## src/rtl/timer_seq_pkg.sv

```systemverilog
// Shared types and helpers for the timer_sequencer block: FSM states, run mode
// and the effective-modulus mapping where a programmed 0 means 2**WIDTH.
package timer_seq_pkg;

  typedef enum logic [1:0] {
    IDLE = 2'd0,
    RUN  = 2'd1,
    HOLD = 2'd2,
    DONE = 2'd3
  } state_t;

  typedef enum logic {
    ONESHOT = 1'b0,
    RELOAD  = 1'b1
  } mode_t;

  function automatic int unsigned eff_mod(input int unsigned m, input int unsigned w);
    return (m == 0) ? (32'd1 << w) : m;
  endfunction

endpackage

```

## src/rtl/tick_prescaler.sv

```systemverilog
// Clock-enable divider for timer_sequencer: tick asserts once every div+1 enabled
// clocks. Phase is held while en is low and restarts from zero on clr.
module tick_prescaler #(
  parameter int PRE_W = 8
) (
  input  logic             clk,
  input  logic             rst,
  input  logic             clr,
  input  logic             en,
  input  logic [PRE_W-1:0] div,
  output logic             tick
);

  logic [PRE_W-1:0] cnt;

  // >= rather than == so a live shrink of div below the phase cannot cause a long wrap.
  assign tick = en && (cnt >= div);

  always_ff @(posedge clk or posedge rst) begin
    if (rst) begin
      cnt <= '0;
    end else if (clr) begin
      cnt <= '0;
    end else if (en) begin
      cnt <= tick ? '0 : cnt + PRE_W'(1);
    end
  end

endmodule

```

## src/rtl/timer_sequencer.sv

```systemverilog
// Modulo-N event counter controller with start/pause/stop sequencing, a
// registered one-cycle terminal-count pulse and a valid/ready config port.
// Optional prescaler on the count tick is enabled by defining PRESCALER_EN.
module timer_sequencer
  import timer_seq_pkg::*;
#(
  parameter int WIDTH       = 4,
  parameter int DEFAULT_MOD = 10,
  parameter int PRE_W       = 8
) (
  input  logic             clk,
  input  logic             rst,
  input  logic             cfg_valid,
  output logic             cfg_ready,
  input  logic [WIDTH-1:0] cfg_mod,
  input  logic             cfg_reload,
  input  logic             start,
  input  logic             stop,
`ifdef PRESCALER_EN
  input  logic [PRE_W-1:0] pre_div,
`endif
  output logic [WIDTH-1:0] count,
  output logic             tc,
  output logic             busy,
  output logic             done
);

  state_t           state;
  mode_t            reload_q;
  logic [WIDTH-1:0] mod_q;
  logic [WIDTH-1:0] last;
  logic             cfg_acc;
  logic             start_go;
  logic             tick;

  assign cfg_ready = (state == IDLE) || (state == DONE);
  assign busy      = (state == RUN) || (state == HOLD);
  assign cfg_acc   = cfg_valid && cfg_ready;
  // Stop outranks start whenever both are requested together.
  assign start_go  = cfg_ready && start && !stop;
  assign last      = WIDTH'(eff_mod(32'(mod_q), WIDTH) - 32'd1);

`ifdef PRESCALER_EN
  tick_prescaler #(
    .PRE_W(PRE_W)
  ) u_prescaler (
    .clk (clk),
    .rst (rst),
    .clr (start_go),
    .en  ((state == RUN) && !stop),
    .div (pre_div),
    .tick(tick)
  );
`else
  // Without a prescaler every clock is a count tick.
  assign tick = (PRE_W > 0);
`endif

  always_ff @(posedge clk or posedge rst) begin
    if (rst) begin
      state    <= IDLE;
      count    <= '0;
      tc       <= 1'b0;
      done     <= 1'b0;
      mod_q    <= WIDTH'(DEFAULT_MOD);
      reload_q <= RELOAD;
    end else begin
      tc <= 1'b0;
      if (cfg_acc) begin
        mod_q    <= cfg_mod;
        reload_q <= mode_t'(cfg_reload);
        done     <= 1'b0;
      end
      case (state)
        IDLE, DONE: begin
          if (start_go) begin
            state <= RUN;
            count <= '0;
            done  <= 1'b0;
          end
        end
        RUN: begin
          if (stop) begin
            state <= HOLD;
          end else if (tick) begin
            if (count == last) begin
              count <= '0;
              tc    <= 1'b1;
              if (reload_q == ONESHOT) begin
                state <= DONE;
                done  <= 1'b1;
              end
            end else begin
              count <= count + WIDTH'(1);
            end
          end
        end
        HOLD: begin
          if (stop) begin
            state <= IDLE;
            count <= '0;
          end else if (start) begin
            state <= RUN;
          end
        end
        default: state <= IDLE;
      endcase
    end
  end

endmodule

```

## config.mk

```make
export PLATFORM = sky130hd
export DESIGN_NAME = timer_sequencer
export DESIGN_NICKNAME = d
export VERILOG_FILES = /design/src/rtl/timer_seq_pkg.sv /design/src/rtl/tick_prescaler.sv /design/src/rtl/timer_sequencer.sv
export SDC_FILE = /design/constraint.sdc
export NUM_CORES = 1
export LEC_CHECK = 0
export CAP_MARGIN = 10
export CORE_MARGIN = 1.5
export CORE_UTILIZATION = 46
export CTS_BUF_LIST = sky130_fd_sc_hd__clkbuf_8
export DETAILED_ROUTE_END_ITERATION = 6
export HOLD_SLACK_MARGIN = 0.05
export PLACE_DENSITY_LB_ADDON = 0.15
export SYNTH_ARGS = -nofsm -noshare
export SYNTH_HDL_FRONTEND = slang
export SYNTH_HIERARCHICAL = 1
export SYNTH_SLANG_ARGS = --single-unit
```

## constraint.sdc

```tcl
create_clock -name clk -period 1.8 [get_ports clk]
set_clock_uncertainty 0.05 [all_clocks]
set_input_delay 0.18 -clock clk [delete_from_list [all_inputs] [get_ports clk]]
set_output_delay 0.18 -clock clk [all_outputs]
set_load 0.01 [all_outputs]
```

[Word level (Yosys, flattened, before mapping)]
Index checks and enable logic that the tools add are counted.
Storage, ports and cells
  logic and storage cells: 51
  input bits: 10
  output and inout port bits: 8
  flip-flop bits (word level): 13
Cells by class
  eq/ne operators: 10
  add/subtract/negate cells: 2
  reduce and logical (&&, ||, !) cells: 11
  muxes and demuxes: 22
Operators by type and width (number)
  2-to-1 mux 4 bit: 5
  2-to-1 mux 2 bit: 6
  one-hot mux 4 bit (3 select lines): 1
  2-to-1 mux 1 bit: 8
  != test 2 bit (second input constant): 3
  != test 3 bit (second input constant): 2
  one-hot mux 2 bit (3 select lines): 1
  adder 4 x 1 -> 4 bit (second input constant): 1
  equality test 2 bit (second input constant): 2
  equality test 4 bit: 1
  logical NOT 4 bit: 1
  AND reduction 4 bit: 1
  subtractor 4 x 1 -> 4 bit (second input constant): 1
  logical AND 1 bit: 3
  != test 3 x 2 -> 1 bit (second input constant): 1
  AND reduction 3 bit: 1
  equality test 2 x 1 -> 1 bit (second input constant): 1
  logical NOT 2 bit: 1
  logical OR 1 bit: 2
  one-hot mux 1 bit (2 select lines): 1
  OR reduction 2 bit: 1
  logical NOT 1 bit: 1

[Longest topological paths before layout]
  word-level depth: 8
  depth in mapped cells: 8
  depth with buffers taken out: 7

[Worst setup path before layout]
OpenSTA, ideal clock, no wires.
  path type: flip-flop to flip-flop
  start: register mod_q[1]
  end: register count[2]
  data required time: 1.624 ns
  setup slack: -0.195 ns
  arrival: 1.819 ns
  cell stages (with the launch flop): 8
  path buffers: 0
  library setup time: 0.126 ns
  clock period less this slack: 1.995 ns
  cell sequence: dfstp_2 -> inv_1 -> ha_1 -> xnor2_1 -> xnor2_1 -> nor4b_4 -> a21oi_1 -> a221o_1
On the way
  cells in the longest elaborated chain, start to end: 7
RTL lines
  from (decl): line timer_sequencer.sv:30  | logic [WIDTH-1:0] mod_q;
  from (signal assigned): line timer_sequencer.sv:65  | mod_q <= WIDTH'(DEFAULT_MOD);
  from (signal assigned): line timer_sequencer.sv:70  | mod_q <= cfg_mod;
  logical NOT 4 bit: line timer_seq_pkg.sv:18  | return (m == 0) ? (32'd1 << w) : m;
  2-to-1 mux 4 bit (*): line timer_seq_pkg.sv:18
  subtractor 4 x 1 -> 4 bit (*): line timer_sequencer.sv:41  | assign last = WIDTH'(eff_mod(32'(mod_q), WIDTH) - 32'd1);
  equality test 4 bit (*): line timer_sequencer.sv:86  | if (count == last) begin
  2-to-1 mux 4 bit (*): line timer_sequencer.sv:86
  2-to-1 mux 4 bit (*): line timer_sequencer.sv:83  | if (stop) begin
  one-hot mux 4 bit (3 select lines) (*): line timer_sequencer.sv:74  | case (state)
  to (signal assigned): line timer_sequencer.sv:94  | count <= count + WIDTH'(1);
  to (decl): line timer_sequencer.sv:22  | output logic [WIDTH-1:0] count,
Mark *: on every way between the ends. The rest lies on a longest branch, timed or not. The select of a mux whose other input is x is not followed.
A chain may end at the register's enable or synchronous reset.

[Worst setup path in the final report]
Ends and elaborated chain as after synthesis.

==> results.md <==
| Group | Metric | Value |
|:---|:---|:---|
| status | Result of the run | finished, violations left |
| status | Failing checks | setup timing |
| sta | Number of hold violations in the final report | 0 |
| synth | Netlist area before placement | 835.8 um^2 |
| critical path | Critical path arrival | 2.13 ns |
| place | Instance count after placement with tap cells included | 136 |
| final layout | Number of fillers in the final layout | 133 |
| place | Final weighted congestion in routability-driven placement | 0.8379 |
| cts | Number of clock sinks seen by CTS | 13 |
| cts | Skew-Pair Late Insertion Delay | 0.24 ns |
| final layout | Final Core Density | 70.84% |
| sta | Setup repair after global routing missed its margin | true |
| global routing | Initial antenna violation count | 0 |
| global routing | Global-route wire length before repair | 3.249 mm |
| cts | Maximum clock path buffer count | 2 |
| final layout | Commonest non-fill, non-tap cell in the layout | clkdlybuf4s50_1 |
| synth | EDFF count, synth | 0 |
| routing | Pre-Repair DR Iteration Count | 4 |
| floorplan | Die Y-Extent | 45.63 um |
| routing | Post-route DRC violation count | 0 |
| floorplan | Starting Density | 48.94% |
| critical path | Sort of element at the start of the critical path | flop |
| global routing | Number of global-route vias before repair | 748 |
| final layout | Post-route insts no fill | 142 |
| place | Detail Placement HPWL | 1.386 mm |
| sta | Relative slew slack | 67.73% |
| sta | Max Clock Freq | 488.8 MHz |
| routing | Met3 routed WL | 87 um |
| flow run | Max-cap violations | 0 |
| global routing | Total congestion overflow after global routing | 0 |
| synth | Distinct cells, synth | 32 |
| critical path | Worst Path Class, Setup | flop to flop |
| floorplan | Horizontal die dimension | 45.63 um |
| critical path | Slowest cell on the critical path | dfstp_2 |
| cts | TritonCTS clock tree | yes |
| sta | Max-slew violations | 0 |
| routing | Sum of met2 wire segment lengths after detailed routing | 886 um |
| synth | Area leader, netlist | dfrtp_1 |
| critical path | Worst path required time | 1.88 ns |
| synth | Synth area leaders | dfrtp_1 (30%), dfstp_2 (9.4%), mux2_2 (6.7%) |
| cts | Maximum level of the CTS H-tree | 1 |
| synth | Register area share after synthesis | 39.37% |
| sta | Time the worst path needs with I/O delays and setup | 2.046 ns |
| routing | Drt total wl | 1.891 mm |
| synth | Syn Nets | 99 |
| synth | FF+latch count, synth | 13 |
| synth | Synthesis Warnings | 6 |
| cts | Hold-fix buffers, CTS | 0 |
| synth | Fraction of synthesized cell area taken by the top area cell type | 29.94% |
| final layout | Final antenna diode count | 0 |
| critical path | Top delay family on crit path | simple AND/OR/NAND/NOR gates |
| sta | Measured slew at the worst slew-check pin | 0.4836 ns |
| critical path | Buf+Inv Stages, Crit Path | 2 |
| pwr | Pwr Density | 1646 nW/um^2 |
| final layout | Area growth from synthesis to layout | 44.76% |
| global routing | Maximum number of pins on one net before global-route repair | 14 |
| cts | Number of buffers inserted during clock tree synthesis | 3 |
| routing | Antenna-violating nets left | 0 |
| cts | Clock tree root buffer cell | clkbuf_8 |
| routing | Initial detailed-routing violation count | 15 |
| sta | Ratio of final minimum period to clock period | 113.7% |
| cts | Worst-path clk slew | 0.06 ns |
| routing | Met1 Wirelength | 907 um |
| critical path | Reg-to-reg slack, setup | -0.25 ns |
| sta | PnR worst setup slack | -0.2457 ns |
| worst hold path | Hold Crit Class | primary input to async pin |
| pwr | Peak supply drop | 0.9581 mV |
| sta | # setup viols final | 8 |
| critical path | Cells traversed along the worst timing path | inv_2, ha_4, or3b_4, a21oi_4, nor4b_4, buf_4, a2111oi_2, a221o_1 |
| critical path | R2r startpoint | mod_q[1] |
| synth | Async SR Flop Fraction | 100.0% |
| place | Port Buf Inserts | 17 |
| floorplan | Core footprint | 1708 um^2 |
| floorplan | I/O pin cnt | 18 |
| routing | Total number of vias | 722 |
| final layout | Final net count | 132 |
| synth | Top flip-flop cell by instance count after synthesis | dfrtp_1 |
| critical path | Sort of element at the end of the critical path | flop |
| routing | Final routed wire length divided by cell count | 13.32 um |
| synth | Number of cells produced by synthesis | 85 |
| global routing | GRT Util Overall | 22.04% |
| critical path | Peak fanout along the critical path | 4 |
| floorplan | Die Outline Area | 2082 um^2 |
| critical path | Maximum single-stage delay on the critical path | 0.53 ns |
| synth | Synthesized area per cell | 9.833 um^2 |
| routing | Highest metal layer with signal wires | met4 |
| critical path | Path depth of the worst reg2reg path | 8 |
| routing | Via-per-instance ratio | 5.085 |
| pwr | Static Leak | 0.5293 nW |
| final layout | Most frequent cells in the layout | clkdlybuf4s50_1 (15), buf_4 (13), nor2_1 (10), dfrtp_1 (10), inv_1 (7) |
| final layout | Layout cells sized above 1 | 31.62% |
| floorplan | Row count | 15 |
| critical path | Destination of the worst register-to-register timing path | count[2] |
flip-flops by register name (all words and copies together) (netlist names):
signal,flops
count,4
done,1
mod_q,4
reload_q,1
state,2
tc,1
per-layer routing:
| metal | track usage [%] | vias to the layer above |
|---|---|---|
| li1 | - | 364 |
| met1 | 28.71 | 336 |
| met2 | 33.52 | 20 |
| met3 | 6.349 | 2 |
| met4 | 10.00 | 0 |
| met5 | 0 | - |
cells in the mapped netlist (2+ instances only):
cell type  number
a21oi_1         5
a22o_1          2
clkbuf_1        2
dfrtp_1        10
dfstp_2         3
ha_1            4
inv_1           8
mux2_2          5
nand2_1         5
nand2b_1        2
nand3_1         3
nor2_1         10
nor2b_1         3
o21ai_0         2
o22ai_1         2
xnor2_1         3
power breakdown:
group	internal [W]	total, W	switching (W)
Clock	0.000151	0.000256	0.000105
Sequential	0.000410	0.000500	0.0000897
Combinational	0.000647	0.00124	0.000589
kinds of logic (layout without fill, tap and decap cells):
group / after synthesis / count (layout) / share of synthesized area (%)
xor+xnor: 5 / 5 / 6.139
buf+inv: 10 / 42 / 4.491
simple gates: 28 / 28 / 18.41
fa+ha+maj: 4 / 4 / 5.988
mux: 6 / 6 / 7.934
compound gates: 19 / 19 / 17.67
flops: 13 / 13 / 39.37
stage by stage:
stage | cell area, um^2 | power [W] | TNS [ns] | hold WS [ns] | setup slack, ns
2_1_floorplan | 835.8 | 0.001186 | -0.3506 | 0.004812 | -0.1613
3_3_place_gp | 1112 | 0.001586 | -1.105 | 0.4773 | -0.1913
3_5_place_dp | 1112 | 0.001606 | -1.279 | 0.4935 | -0.2141
4_1_cts | 1189 | 0.001933 | -1.451 | 0.2307 | -0.2235
5_1_grt | 1210 | 0.002125 | -2.189 | 0.2708 | -0.3517
6_report | 1210 | 0.001992 | -1.418 | 0.2073 | -0.2457
what timing repair did:
action | 4_1_cts | 5_1_grt
gates resized for setup | 8 | 4
pin swaps | 5 | 4
buffers inserted | 1 | 1
endpoints found under the setup margin | 10 | 8
worst max-delay path by stage:
stage,cells past startpoint,endpoint,startpoint,slack (ns)
after global routing,8,count[2],mod_q[1],-0.35
after floorplan,7,count[2],mod_q[0],-0.16
final,8,count[2],mod_q[1],-0.25
after global placement,7,count[2],mod_q[1],-0.19
after detailed placement,7,count[2],mod_q[1],-0.21
after CTS,8,done,mod_q[1],-0.22
cell type report:
type | instances | area, um^2 | share of cell area [%]
inverters | 8 | 30.03 | 2.482
repair buffers | 30 | 265.3 | 21.92
well taps | 25 | 31.28 | 2.585
clock buffers | 3 | 41.29 | 3.413
multi-input cells | 62 | 509.2 | 42.09
clock inverters | 1 | 3.754 | 0.3102
flip-flops and latches | 13 | 329.1 | 27.20
(Power assumes the default switching activity.)
